File: config.mk
export PLATFORM = sky130hd
export DESIGN_NAME = cla_seq_subtractor16
export DESIGN_NICKNAME = d
export VERILOG_FILES = /design/src/rtl/cla_seq_subtractor16.sv
export SDC_FILE = /design/constraint.sdc
export NUM_CORES = 1
export LEC_CHECK = 0
export ABC_AREA = 1
export BUFFER_PORTS_ARGS = -buffer_cell sky130_fd_sc_hd__buf_4
export CAP_MARGIN = 20
export CORE_MARGIN = 4
export CORE_UTILIZATION = 54
export DETAILED_ROUTE_END_ITERATION = 10
export PLACE_DENSITY = 0.79
export SLEW_MARGIN = 0
export SYNTH_ARGS = -nofsm -noshare
export SYNTH_HDL_FRONTEND = slang
export SYNTH_SLANG_ARGS = --single-unit
File: constraint.sdc
create_clock -name clk -period 8.69 [get_ports clk]
set_clock_uncertainty 0.1 [all_clocks]
set_input_delay 0.869 -clock clk [delete_from_list [all_inputs] [get_ports clk]]
set_output_delay 0.869 -clock clk [all_outputs]
set_load 0.02 [all_outputs]
File: src/rtl/cla_seq_subtractor16.sv
// cla_seq_subtractor16
//   Multi-cycle subtractor. diff = a - b is formed as a + ~b + 1, one 4-bit
//   carry-lookahead slice per clock (least significant slice first). The slice
//   carry-out is registered and fed back as the next slice's carry-in, so a
//   single 4-bit CLA is shared across all slices. Valid/ready on both sides.
//
// Ports
//   clk        in   1      rising-edge clock
//   rst        in   1      synchronous, active-high reset
//   in_valid   in   1      operands a, b are valid
//   in_ready   out  1      block can accept operands (IDLE and not in reset)
//   a          in   WIDTH  minuend
//   b          in   WIDTH  subtrahend
//   out_valid  out  1      diff/borrow/overflow/zero are valid
//   out_ready  in   1      consumer accepts result
//   diff       out  WIDTH  a - b modulo 2^WIDTH
//   borrow     out  1      unsigned a < b (inverse of final carry)
//   overflow   out  1      signed overflow of the subtraction
//   zero       out  1      diff == 0
//
// Latency: operands taken at edge T0, out_valid rises after edge T0+NSLICE.

module cla_seq_subtractor16 #(
    parameter int WIDTH = 16
) (
    input  logic             clk,
    input  logic             rst,
    input  logic             in_valid,
    output logic             in_ready,
    input  logic [WIDTH-1:0] a,
    input  logic [WIDTH-1:0] b,
    output logic             out_valid,
    input  logic             out_ready,
    output logic [WIDTH-1:0] diff,
    output logic             borrow,
    output logic             overflow,
    output logic             zero
);

    localparam int NSLICE = WIDTH / 4;
    localparam int IDXW   = (NSLICE > 1) ? $clog2(NSLICE) : 1;
    localparam logic [IDXW-1:0] LAST_IDX = IDXW'(NSLICE - 1);

    typedef enum logic [1:0] {
        IDLE = 2'd0,
        RUN  = 2'd1,
        DONE = 2'd2
    } state_t;

    state_t state;
    state_t state_next;

    logic [IDXW-1:0]  idx;
    logic             carry;
    logic [WIDTH-1:0] a_reg;
    logic [WIDTH-1:0] nb_reg;

    logic             accept;
    logic             last_slice;
    logic [3:0]       slice_a;
    logic [3:0]       slice_nb;
    logic [4:0]       slice_res;
    logic [WIDTH-1:0] diff_next;

    // 4-bit carry-lookahead slice; returns {cout, sum[3:0]}.
    function automatic logic [4:0] cla4(input logic [3:0] x,
                                        input logic [3:0] y,
                                        input logic       cin);
        logic [3:0] g;
        logic [3:0] p;
        logic [3:0] c;
        g    = x & y;
        p    = x ^ y;
        c[0] = g[0] | (p[0] & cin);
        c[1] = g[1] | (p[1] & g[0]) | (p[1] & p[0] & cin);
        c[2] = g[2] | (p[2] & g[1]) | (p[2] & p[1] & g[0])
             | (p[2] & p[1] & p[0] & cin);
        c[3] = g[3] | (p[3] & g[2]) | (p[3] & p[2] & g[1])
             | (p[3] & p[2] & p[1] & g[0]) | (p[3] & p[2] & p[1] & p[0] & cin);
        return {c[3], p ^ {c[2:0], cin}};
    endfunction

    // Signed overflow of x - y. The stored operand is ~y, so the operand sign
    // bits differ exactly when x's sign equals the inverted-y sign.
    function automatic logic sub_overflow(input logic x_msb,
                                          input logic ny_msb,
                                          input logic d_msb);
        return (x_msb == ny_msb) && (d_msb != x_msb);
    endfunction

    // ---- FSM state register ----
    always_ff @(posedge clk) begin
        if (rst) begin
            state <= IDLE;
        end else begin
            state <= state_next;
        end
    end

    always_comb begin
        state_next = state;
        in_ready   = 1'b0;
        out_valid  = 1'b0;
        case (state)
            IDLE: begin
                in_ready = !rst;
                if (in_valid) begin
                    state_next = RUN;
                end
            end
            RUN: begin
                if (last_slice) begin
                    state_next = DONE;
                end
            end
            DONE: begin
                out_valid = 1'b1;
                if (out_ready) begin
                    state_next = IDLE;
                end
            end
            default: state_next = IDLE;
        endcase
    end

    assign accept     = in_valid && in_ready;
    assign last_slice = (idx == LAST_IDX);

    // ---- slice datapath: current slice plus full-result preview ----
    always_comb begin
        slice_a   = a_reg[4*idx +: 4];
        slice_nb  = nb_reg[4*idx +: 4];
        slice_res = cla4(slice_a, slice_nb, carry);
        diff_next = diff;
        diff_next[4*idx +: 4] = slice_res[3:0];
    end

    // Operands are captured only at acceptance; they need no reset because
    // nothing reads them outside RUN.
    always_ff @(posedge clk) begin
        if (accept) begin
            a_reg  <= a;
            nb_reg <= ~b;
        end
    end

    // ---- result / carry register stage ----
    always_ff @(posedge clk) begin
        if (rst) begin
            idx      <= '0;
            carry    <= 1'b0;
            diff     <= '0;
            borrow   <= 1'b0;
            overflow <= 1'b0;
            zero     <= 1'b0;
        end else begin
            case (state)
                IDLE: begin
                    if (accept) begin
                        idx   <= '0;
                        carry <= 1'b1;   // the +1 of two's-complement negation
                        diff  <= '0;
                    end
                end
                RUN: begin
                    diff  <= diff_next;
                    carry <= slice_res[4];
                    idx   <= idx + 1'b1;
                    if (last_slice) begin
                        borrow   <= ~slice_res[4];
                        overflow <= sub_overflow(a_reg[WIDTH-1], nb_reg[WIDTH-1],
                                                 diff_next[WIDTH-1]);
                        zero     <= (diff_next == '0);
                    end
                end
                default: begin
                end
            endcase
        end
    end

endmodule

==> Word-level counts from Yosys, hierarchy flattened <==
Index checks and enable logic that the tools add are counted.
{ "totals": {"in_bits": 36, "memories": 0, "latchBits": 0, "mem_bits_ro": 0, "mem_bits_rw": 0, "regBits": 56} }
{ "classes": {"add_sub_neg": 2, "n_div": 0, "mux": 13, "order_cmp": 0, "bitwise_logic": 31, "n_eq_ne": 9, "reduce_logical": 9, "shift": 4, "n_mul": 0} }
{ "ops": {"columns": ["cell", "n"], "rows": [
  ["4-bit negation with 34-bit output", 1],
  ["4-bit by 34-bit variable shift with 16-bit output, first input constant", 1],
  ["4-bit by 34-bit indexed part select with 16-bit output", 1],
  ["16-bit case mux with 2 select lines", 1],
  ["16-bit by 5-bit indexed part select with 4-bit output", 2],
  ["1-bit AND", 16],
  ["16-bit bitwise mux", 1],
  ["16-bit logical NOT", 1],
  ["16-bit two-way mux", 1],
  ["16-bit inverter", 1],
  ["1-bit bitwise OR", 10],
  ["2-bit two-way mux", 4],
  ["2-bit != test, second input constant", 4],
  ["4-bit XOR", 2],
  ["2-bit case mux with 3 select lines", 1],
  ["4-bit AND", 1],
  ["2-bit == test, second input constant", 2],
  ["2-bit case mux with 2 select lines", 1],
  ["2-bit AND reduction", 2],
  ["1-bit two-way mux", 3],
  ["3-bit AND reduction", 1],
  ["2-bit by 1-bit adder with 2-bit output, second input constant", 1],
  ["2-bit by 1-bit == test with 1-bit output, second input constant", 1],
  ["1-bit logical AND", 2],
  ["7 further kinds", 7]
]} }

==> Longest topological paths before layout <==
{ "logic_depth": {"word_depth": 11, "depth_mapped": 18, "depth_no_buf": 16} }

==> Worst setup path after synthesis <==
OpenSTA, ideal clock, no wires.
{ "synth_timing": {"path_type": "register to register", "startpoint": "reg idx[0]", "endpoint": "reg zero", "path_stages_with_launch": 18, "setup_slack_ns": 5.930, "setup_ns": 0.070, "arrival_ns": 2.589, "n_path_buf": 3, "period_less_slack_ns": 2.760, "cell_sequence": "dfxtp_1 -> buf_4 -> buf_2 -> clkbuf_1 -> nor2_1 -> o22ai_1 -> fa_1 -> inv_1 -> nor2_1 -> a21oi_1 -> nand2_1 -> nor2_1 -> nand2_1 -> nor2_1 -> nand2_1 -> nor2_1 -> nand3_1 -> a21oi_1"} }
{ "synth_via": {"elab_chain_len": 10, "word_cells_on_any_way": 27, "cone_classes": "1 x add/sub; 1 x eq/ne; 4 x shift; 1 x mux; 18 x bitwise; 2 x reduce/logical"} }
{ "synth_lines": {"columns": ["element", "line", "source"], "rows": [
  ["start, declared", "53", "logic [IDXW-1:0] idx;"],
  ["start signal, assigned", "168", "idx <= idx + 1'b1;"],
  ["16-bit by 5-bit indexed part select with 4-bit output (on tied branches)", "131, 132", null],
  ["4-bit XOR / 4-bit AND (equally long branches)", "73, 72", null],
  ["1-bit AND (on tied branches)", "76, 77", null],
  ["1-bit bitwise OR (tied with other cells)", "76", "c[2] = g[2] | (p[2] & g[1]) | (p[2] & p[1] & g[0])"],
  ["1-bit bitwise OR / 1-bit AND (equally long branches)", "76, 77", null],
  ["1-bit bitwise OR", "77", "| (p[2] & p[1] & p[0] & cin);"],
  ["4-bit XOR", "80", "return {c[3], p ^ {c[2:0], cin}};"],
  ["4-bit by 34-bit indexed part select with 16-bit output", "135", "diff_next[4*idx +: 4] = slice_res[3:0];"],
  ["16-bit bitwise mux", "135", null],
  ["16-bit logical NOT", "173", "zero <= (diff_next == '0);"],
  ["end signal, assigned", "173", null],
  ["end, declared", "37", "output logic zero"]
]} }
Several ways; a longest one is shown, not always the timed one.
A chain may end at the register's enable or synchronous reset.

==> Worst setup path after layout <==
Ends and elaborated chain as after synthesis.

==> results.yml <==
timing:
  final_hold_viol_count: 0
  tns_ps: 0
  finalSetupViolations: 0
  finalCriticalPeriod_ps: 2958
  drv_slew: 0
  fmax_mhz: 338.1
  finalCritPeriodShare_pct: 34.03
  finalWorstSetupSlack_ps: 5732
  slew_headroom_pct: 68.05
  tightest_slew_ps: 476.4
  rsz0062_at_grt: "no"
cts:
  cts_setup_buffers: 0
  clock_latency_ps: 300
  ctsRootBufferMaster: "clkbuf_8"
  cts_resized: 0
  h-tree-depth: 2
  clockBufferDepth: 2
  clk_pin_slew_worst_paths_ps: 90
  cts_tree: "done"
  hold_buffers: 0
  cts_sinks: 56
  numCtsBuffers: 5
synth:
  async_flop_share_pct: 0
  yosysMostFrequentCell: "nand2_1"
  syn_inst: 334
  synth_edf_count: 32
  synth.cells.most_frequent: "78 x nand2_1, 43 x nor2_1, 41 x inv_1"
  synth.distinct_cells: 28
  yosysTopAreaCell: "edfxtp_1"
  synth_area_per_cell_sq_um: 8.286
  ys_ff_latch: 56
  yosysSeqAreaShare_pct: 52.08
  ys_warn_count: 0
  synth_nets: 382
  syn-cell-area_sq_um: 2768
  yosys-top-cells-area: "edfxtp_1 35%, dfxtp_1 17%, nand2_1 11%, nor2_1 5.8%, inv_1 5.6%"
  synth.top_cell.area_share_pct: 34.72
  synth_flop_cell: "edfxtp_1"
setup_path:
  worstPathMaxFanout: 20
  r2r_end: "zero$_SDFFE_PP0P_"
  arrival_ps: 3100
  cp_cell_sequence: "inv_2 -> o21ai_0 -> o22ai_1 -> fa_1 -> inv_1 -> nor2_1 -> a21oi_1 -> nand2_1 -> nor2_1 -> nand2_1 -> nor2_1 -> nand2_1 -> nor2_1 -> nand3_1 -> a21oi_1"
  crit_path_end_kind: "flip-flop"
  r2r-start: "idx[0]$_SDFFE_PP0P_"
  r2r_slack_ps: 5730
  rr_worst_depth: 15
  startpoint_type: "flip-flop"
  worstSetupPathType: "reg2reg"
  cp.required_ps: 8830
  crit_slowest_cell: "dfxtp_1"
  cp_common_cell: "nor2_1"
  cpPeakStageDelay_ps: 630
drt:
  drt_iter0_markers: 175
  drt_pre_antenna_iters: 4
  ant_nets: 0
  wl_mm: 6.349
  vias_per_cell: 5.172
  drc: 0
  via_count: 2369
  routedWlPerCell_microns: 13.86
pwr:
  p_leak_nw: 1.503
  pwr-share-seq_pct: 50.9
  powerDensity_nw_per_um2: 176.5
  p_int_mw: 0.4119
  vdd_ir_drop_max_mv: 0.1167
  p_switching_mw: 0.1813
  switching_share_pct: 30.56
  combinationalPowerShare_pct: 24.8
  p_clk_share_pct: 24.3
die:
  initial_utilization_pct: 57.08
  rows: 25
  fp.dieH_microns: 79.59
  die_area_sq_um: 6335
  core_sq_um: 4848
  die_w_microns: 79.59
  io_pins: 57
global_route:
  grt_pass1_wl_mm: 10.65
  grt.overflow.total: 0
  antenna_found_initial: 0
  first_global_vias: 2316
  grt_max_degree: 33
  gr-usage-all-layers_pct: 21.54
outcome:
  status: "finished, final reports clean"
cells_and_area:
  multi_input_area_sq_um: 1099
  nets: 438
  insertedDiodeCount: 0
  register_area_sq_um: 1441
  layout-drive-gt1-share_pct: 20.72
  nFillCells: 400
  area_growth_pct: 21.43
placement:
  io_buffers: 56
  place_congestion: 0.8858
  hpwl_mm: 4.937
  place_worst_setup_slack_ps: 5809
min_path:
  hold_class: "reg2reg"
  min_from: "diff[10]$_SDFFE_PP0P_"
  whs_endpoint: "diff[10]$_SDFFE_PP0P_"
  holdPathStages: 2
flow_run:
  drv_cap: 0
==> worst max-delay path, delay by kind of cell (launching register included) <==
family | cells | cell delay [ps]
and+or+nand+nor | 8 | 590
adders and majority gates | 1 | 530
buffers and inverters | 2 | 330
DFF | 1 | 630
AOI/OAI and AO/OA | 4 | 720
==> final cells by class <==
class / instances / share of cell area, %
Timing Repair Buffer: 58 / 13.55
Clock inverter: 1 / 0.2234
Inverter: 50 / 5.585
Clock buffer: 7 / 2.569
Sequential cell: 56 / 42.89
Multi-Input combinational cell: 219 / 32.69
Tap cell: 67 / 2.494
==> how the worst max path moves through the flow <==
| stage | start | end | slack [ps] | cells after the start |
|---|---|---|---|---|
| final | idx[0]$_SDFFE_PP0P_ | zero$_SDFFE_PP0P_ | 5730 | 15 |
| after global routing | idx[0]$_SDFFE_PP0P_ | zero$_SDFFE_PP0P_ | 5450 | 15 |
| after CTS | idx[0]$_SDFFE_PP0P_ | zero$_SDFFE_PP0P_ | 5770 | 15 |
| after detailed placement | idx[0]$_SDFFE_PP0P_ | zero$_SDFFE_PP0P_ | 5810 | 15 |
| after global placement | idx[0]$_SDFFE_PP0P_ | overflow$_SDFFE_PP0P_ | 5930 | 15 |
| after floorplan | idx[0]$_SDFFE_PP0P_ | zero$_SDFFE_PP0P_ | 5930 | 17 |
==> cell usage in the layout, fill, tap and decap left out <==
master,instances
nand2_1,78
buf_4,57
nor2_1,43
inv_1,41
edfxtp_1,32
a21oi_1,24
dfxtp_1,24
o21ai_0,21
nand3_1,12
ha_1,11
o22ai_1,9
inv_2,7
nand4_1,6
clkbuf_8,6
nand2_2,3
clkinv_1,2
nand3_2,2
nor3_1,1
and2_4,1
nand4_2,1
o21ai_1,1
nor2_2,1
o31ai_1,1
o21ai_2,1
o21a_1,1
o211ai_1,1
fa_1,1
clkbuf_1,1
clkinvlp_4,1
buf_16,1
==> per-stage QoR <==
step	hold slack [ps]	utilization [%]	power [mW]	cell area, sq um	std cells
after detailed placement	375.2	66.81	0.4519	3239	449
after CTS	389.3	68.75	0.5939	3333	457
after global routing	412.8	69.32	0.6286	3361	458
after global placement	369.7	66.81	0.4477	3239	449
after floorplan	441.7	-	0.4073	2768	334
final	386.9	69.32	0.5932	3361	458
==> routing by layer <==
| metal | up-vias | GRT usage (%) | part of all wire (%) |
|---|---|---|---|
| met5 | - | 0 | 0 |
| met4 | 0 | 5.498 | 1.3 |
| met3 | 8 | 4.176 | 4.8 |
| met2 | 81 | 37.23 | 49 |
| met1 | 1084 | 27.56 | 45 |
| li1 | 1196 | - | - |
==> kinds of logic (layout without fill, tap and decap cells) <==
family                     Yosys count  count (layout)  synth area share (%)
and+or+nand+nor                    148             148                 22.51
AOI/OAI and AO/OA                   59              59                 11.48
buffers and inverters               59             116                 8.228
DFF                                 56              56                 52.08
adders and majority gates           12              12                 5.696
==> power groups by stage <==
stage / clock, mW / sequential [mW] / combinational [mW]
finish: 0.144 / 0.302 / 0.147
global route: 0.161 / 0.303 / 0.165
CTS: 0.147 / 0.302 / 0.145
detailed placement: 0 / 0.308 / 0.144
global placement: 0 / 0.307 / 0.140
floorplan: 0 / 0.306 / 0.102
(Power assumes the default switching activity.)
